## src/rtl/div_wb_unit_pkg.sv

```systemverilog
// Shared types and constants for the iterative divider / register-file writeback unit.
package div_wb_unit_pkg;

    localparam int WIDTH_DEF  = 32;
    localparam int ADDR_W_DEF = 5;
    localparam int ZERO_REG   = 0;
    localparam logic [WIDTH_DEF-1:0] DIV0_QUOT = '1;

    typedef enum logic [2:0] {
        IDLE = 3'd0,
        CALC = 3'd1,
        ZDIV = 3'd2,
        FIX  = 3'd3,
        WB   = 3'd4
    } state_t;

endpackage

```

## src/rtl/div_wb_unit_step.sv

```systemverilog
// One radix-2 restoring division iteration: shift in a dividend bit, trial-subtract, restore on borrow.
module div_step
    import div_wb_unit_pkg::*;
#(
    parameter int WIDTH = WIDTH_DEF
) (
    input  logic [WIDTH:0]   rem_in,
    input  logic             next_bit,
    input  logic [WIDTH-1:0] divisor,
    output logic [WIDTH:0]   rem_out,
    output logic             q_bit
);

    logic [WIDTH:0] shifted;
    logic [WIDTH:0] diff;

    // The partial remainder is always below the divisor, so its top bit is free to act as the borrow.
    assign shifted = {rem_in[WIDTH-1:0], next_bit};
    assign diff    = shifted - {1'b0, divisor};
    assign q_bit   = ~diff[WIDTH];
    assign rem_out = q_bit ? diff : shifted;

endmodule

```

## src/rtl/div_wb_unit.sv

```systemverilog
// Multi-cycle signed/unsigned divider that delivers its result as a one-cycle register-file write.
module div_wb_unit
    import div_wb_unit_pkg::*;
#(
    parameter int WIDTH  = WIDTH_DEF,
    parameter int ADDR_W = ADDR_W_DEF
) (
    input  logic              clk,
    input  logic              rst_n,
    input  logic              start,
    input  logic              kill,
    input  logic              is_signed,
    input  logic              want_rem,
    input  logic [ADDR_W-1:0] rd,
    input  logic [WIDTH-1:0]  dividend,
    input  logic [WIDTH-1:0]  divisor,
    output logic              busy,
    output logic              done,
    output logic              rf_wen,
    output logic [ADDR_W-1:0] rf_addr_w,
    output logic [WIDTH-1:0]  rf_data_w
);

    localparam int CNT_W = $clog2(WIDTH + 1);

    state_t            state_reg, state_next;
    logic [CNT_W-1:0]  count_reg;
    logic [WIDTH:0]    rem_reg;
    logic [WIDTH-1:0]  quo_reg;
    logic [WIDTH-1:0]  dvs_reg;
    logic              q_neg_reg, r_neg_reg, want_rem_reg;
    logic [ADDR_W-1:0] rd_reg;

    logic              busy_reg, done_reg, wen_reg;
    logic [ADDR_W-1:0] addr_reg;
    logic [WIDTH-1:0]  data_reg;

    logic              busy_next, done_next, wen_next, load_wb;
    logic [WIDTH-1:0]  q_fix, r_fix, wb_data;

    logic              accept;
    logic              dividend_neg, divisor_neg;
    logic [WIDTH-1:0]  dividend_mag, divisor_mag;
    logic [WIDTH:0]    step_rem;
    logic              step_q;

    assign accept       = (state_reg == IDLE) && start && !kill;
    assign dividend_neg = is_signed & dividend[WIDTH-1];
    assign divisor_neg  = is_signed & divisor[WIDTH-1];
    assign dividend_mag = dividend_neg ? -dividend : dividend;
    assign divisor_mag  = divisor_neg  ? -divisor  : divisor;

    div_step #(.WIDTH(WIDTH)) u_step (
        .rem_in   (rem_reg),
        .next_bit (quo_reg[WIDTH-1]),
        .divisor  (dvs_reg),
        .rem_out  (step_rem),
        .q_bit    (step_q)
    );

    always_ff @(posedge clk or negedge rst_n) begin
        if (!rst_n) state_reg <= IDLE;
        else        state_reg <= state_next;
    end

    always_comb begin
        state_next = state_reg;
        unique case (state_reg)
            IDLE:    if (start && !kill) state_next = (divisor == '0) ? ZDIV : CALC;
            CALC:    if (count_reg == '0) state_next = FIX;
            FIX:     state_next = WB;
            ZDIV:    state_next = WB;
            WB:      state_next = IDLE;
            default: state_next = IDLE;
        endcase
        if (kill) state_next = IDLE;
    end

    always_comb begin
        busy_next = (state_next != IDLE);
        load_wb   = (state_next == WB);
        done_next = load_wb;
        wen_next  = load_wb && (rd_reg != ADDR_W'(ZERO_REG));
        q_fix     = q_neg_reg ? -quo_reg : quo_reg;
        r_fix     = r_neg_reg ? -rem_reg[WIDTH-1:0] : rem_reg[WIDTH-1:0];
        // On the zero-divisor path quo_reg still holds the raw dividend.
        if (state_reg == ZDIV) wb_data = want_rem_reg ? quo_reg : {WIDTH{DIV0_QUOT[0]}};
        else                   wb_data = want_rem_reg ? r_fix : q_fix;
    end

    always_ff @(posedge clk or negedge rst_n) begin
        if (!rst_n) begin
            count_reg    <= '0;
            rem_reg      <= '0;
            quo_reg      <= '0;
            dvs_reg      <= '0;
            q_neg_reg    <= 1'b0;
            r_neg_reg    <= 1'b0;
            want_rem_reg <= 1'b0;
            rd_reg       <= '0;
            busy_reg     <= 1'b0;
            done_reg     <= 1'b0;
            wen_reg      <= 1'b0;
            addr_reg     <= '0;
            data_reg     <= '0;
        end else begin
            if (accept) begin
                rd_reg       <= rd;
                want_rem_reg <= want_rem;
                q_neg_reg    <= dividend_neg ^ divisor_neg;
                r_neg_reg    <= dividend_neg;
                dvs_reg      <= divisor_mag;
                rem_reg      <= '0;
                count_reg    <= CNT_W'(WIDTH - 1);
                quo_reg      <= (divisor == '0) ? dividend : dividend_mag;
            end else if (state_reg == CALC) begin
                rem_reg   <= step_rem;
                quo_reg   <= {quo_reg[WIDTH-2:0], step_q};
                count_reg <= count_reg - 1'b1;
            end
            busy_reg <= busy_next;
            done_reg <= done_next;
            wen_reg  <= wen_next;
            if (load_wb) begin
                addr_reg <= rd_reg;
                data_reg <= wb_data;
            end
        end
    end

    // A flush arriving during WB must still cancel the write the register file samples mid-cycle.
    assign busy      = busy_reg;
    assign done      = done_reg & ~kill;
    assign rf_wen    = wen_reg & ~kill;
    assign rf_addr_w = addr_reg;
    assign rf_data_w = data_reg;

endmodule

```

## config.mk

```make
export PLATFORM = sky130hd
export DESIGN_NAME = div_wb_unit
export DESIGN_NICKNAME = d
export VERILOG_FILES = /design/src/rtl/div_wb_unit_pkg.sv /design/src/rtl/div_wb_unit_step.sv /design/src/rtl/div_wb_unit.sv
export SDC_FILE = /design/constraint.sdc
export NUM_CORES = 1
export LEC_CHECK = 0
export BUFFER_PORTS_ARGS = -buffer_cell sky130_fd_sc_hd__buf_2
export CAP_MARGIN = 20
export CORE_MARGIN = 8
export CORE_UTILIZATION = 55
export DETAILED_ROUTE_END_ITERATION = 10
export PLACE_DENSITY = 0.75
export SYNTH_ARGS = -nofsm -noshare
export SYNTH_HDL_FRONTEND = slang
export SYNTH_HIERARCHICAL = 1
export SYNTH_SLANG_ARGS = --single-unit
```

## constraint.sdc

```tcl
create_clock -name clk -period 5.3 [get_ports clk]
set_clock_uncertainty 0.1 [all_clocks]
set_input_delay 1.06 -clock clk [delete_from_list [all_inputs] [get_ports clk]]
set_output_delay 1.06 -clock clk [all_outputs]
set_load 0.005 [all_outputs]
```

==> results.sh <==
export IMPL_cts_sinks=153
export IMPL_whs_ns=0.375
export IMPL_syn_nets=1631
export IMPL_critPathLaunch="quo_reg[31]$_DFFE_PN0P_"
export IMPL_worstPathArrival_ns=4.52
export IMPL_powerDensity_mw_per_mm2=527
export IMPL_start_kind="flip-flop"
export IMPL_n_antenna_cell=0
export IMPL_grt_use_met1_pct=40.1
export IMPL_initial_utilization_pct=56.4
export IMPL_post_cts_setup_buffer_count=0
export IMPL_cpMaxStageDelayCell="or4b_1"
export IMPL_max_freq_mhz=234
export IMPL_antenna_found_initial=0
export IMPL_row_count=53
export IMPL_path_class="flip-flop to flip-flop"
export IMPL_worstHoldStart="rf_addr_w[3]$_DFFE_PN0N_"
export IMPL_synth_avg_cell_area_um2=7.84
export IMPL_grt_max_degree=78
export IMPL_rsz0062_at_grt="false"
export IMPL_cpPeakStageDelay_ns=0.62
export IMPL_end_kind="flip-flop"
export IMPL_hold_buffers=0
export IMPL_leakage_nw=5.73
export IMPL_use_met3_pct=4.83
export IMPL_yosys_warnings=6
export IMPL_path_cells="inv_1 > ha_1 > fa_1 > or2b_1 > a21oi_1 > o21bai_1 > a21oi_2 > o2111ai_1 > a311o_1 > o211ai_1 > ha_1 > inv_1 > or4b_1 > o311ai_0 > nand2_1 > a21oi_1"
export IMPL_top_usage_layer="met2"
export IMPL_cts_tree="yes"
export IMPL_io_pins=115
export IMPL_grt_overflow=0
export IMPL_syn_area_mm2=0.0119
export IMPL_required_ns=5.55
export IMPL_r2r_start="quo_reg[31]$_DFFE_PN0P_"
export IMPL_reg2reg_slack_ns=1.03
export IMPL_grt_pass1_vias=10870
export IMPL_area_growth_pct=10.2
export IMPL_place_hpwl_um=27000
export IMPL_maxCapViolCount=0
export IMPL_ir_drop_v=0.000328
export IMPL_worstPathMaxFanout=20
export IMPL_critical_path_buf_inv_count=2
export IMPL_drtAntennaViolNets=0
export IMPL_placed_cells=1822
export IMPL_numCtsBuffers=17
export IMPL_clk_path_buf_depth=2
export IMPL_clkLatencyLatePin_ns=0.43
export IMPL_die_area_mm2=0.0266
export IMPL_hold_viol_final=0
export IMPL_cts_resized_gates=0
export IMPL_min_path_type="flip-flop to flip-flop"
export IMPL_worstRegToRegCells=16
export IMPL_fin_cells=1854
export IMPL_status="completed"
export IMPL_crit_end="rem_reg[20]$_DFFE_PN0P_"
export IMPL_gp_congestion=0.965
export IMPL_finalSetupViolCount=0
export IMPL_die_w_um=163
export IMPL_maxSlewHeadroom_pct=32.0
export IMPL_post_place_ws_ns=1.17
export IMPL_path_depth=16
export IMPL_core_mm2=0.0211
export IMPL_grt_pass1_wl_um=58600
export IMPL_wirelength_um=37100
export IMPL_wl_per_cell_um=20.0
export IMPL_dieHeight_um=163
export IMPL_vias=11855
export IMPL_nets=1681
export IMPL_period_share_pct=80.7
export IMPL_drcViolationCount=0
export IMPL_grt_use_total_pct=27.5
export IMPL_firstDrtPassIters=6
export IMPL_r2r_end="rem_reg[20]$_DFFE_PN0P_"
export IMPL_htree_levels=4
export IMPL_clk_pin_slew_ns=0.07
export IMPL_fin_crit_ns=4.27
export IMPL_drtIter0Drc=1235
export IMPL_via_per_inst=6.39
export IMPL_clockRootBuffer="clkbuf_16"
export IMPL_setup_slack_ns=1.03
export IMPL_path_delay_family="compound AO/OA/AOI/OAI gates"
export IMPL_io_buffers=114
export IMPL_final_setup_tns_ns=0
export IMPL_met2_usage_pct=40.3
export IMPL_syn_inst=1516
export IMPL_slew_viol_final=0
export IMPL_drive_above_1_share_pct=13.7
export IMPL_tightest_slew_ns=1.02
## metal layers
metal	vias to the layer above	part of all wire, %
li1	5540	-
met5	-	0
met2	639	43
met4	0	2.6
met3	78	9.6
met1	5598	45
## worst min-delay path, stage by stage (launching register included)
cell     delay (ns)
dfrtp_1        0.34
nand2_1        0.05
nand2_1        0.06
## how the worst min path moves through the flow
stage | endpoint | slack, ns | depth (start not counted)
final | rf_addr_w[3]$_DFFE_PN0N_ | 0.37 | 2
after global routing | rf_addr_w[0]$_DFFE_PN0N_ | 0.39 | 2
after CTS | rf_addr_w[3]$_DFFE_PN0N_ | 0.37 | 2
after detailed placement | rf_addr_w[3]$_DFFE_PN0N_ | 0.36 | 2
after global placement | rf_addr_w[3]$_DFFE_PN0N_ | 0.35 | 2
after floorplan | dvs_reg[31]$_DFFE_PN0P_ | 0.34 | 2
## layout by cell type, fill, tap and decap left out, types with 38 or more instances in the layout
master / n
a21oi_1: 131
nor2_1: 86
nand2_1: 289
inv_1: 56
buf_2: 113
nor3_1: 43
o21ai_0: 99
xor2_1: 38
dfrtp_1: 153
ha_1: 39
xnor2_1: 75
## final cells by class
cell class	count	area, um^2
Multi-Input combinational cell	1212	7450
Tap cell	275	344
Sequential cell	153	3830
Clock inverter	13	144
Clock buffer	19	453
Fill cell	1905	7990
Inverter	56	210
Timing Repair Buffer	126	667
## report_power, final
group | internal, mW | total, mW | leakage (nW) | switching [mW]
Sequential | 1.40 | 1.86 | 1.94 | 0.466
Clock | 0.722 | 1.24 | 0.282 | 0.523
Combinational | 1.54 | 3.80 | 3.51 | 2.25
## stage by stage
step | power [mW] | util, % | area (um^2)
floorplan | 4.68 | - | 11900
finish | 6.90 | 62.1 | 13100
detailed placement | 5.52 | 59.3 | 12500
CTS | 6.80 | 62.1 | 13100
global placement | 5.46 | 59.3 | 12500
global route | 7.33 | 62.1 | 13100
Power figures use the tool's default switching activity.
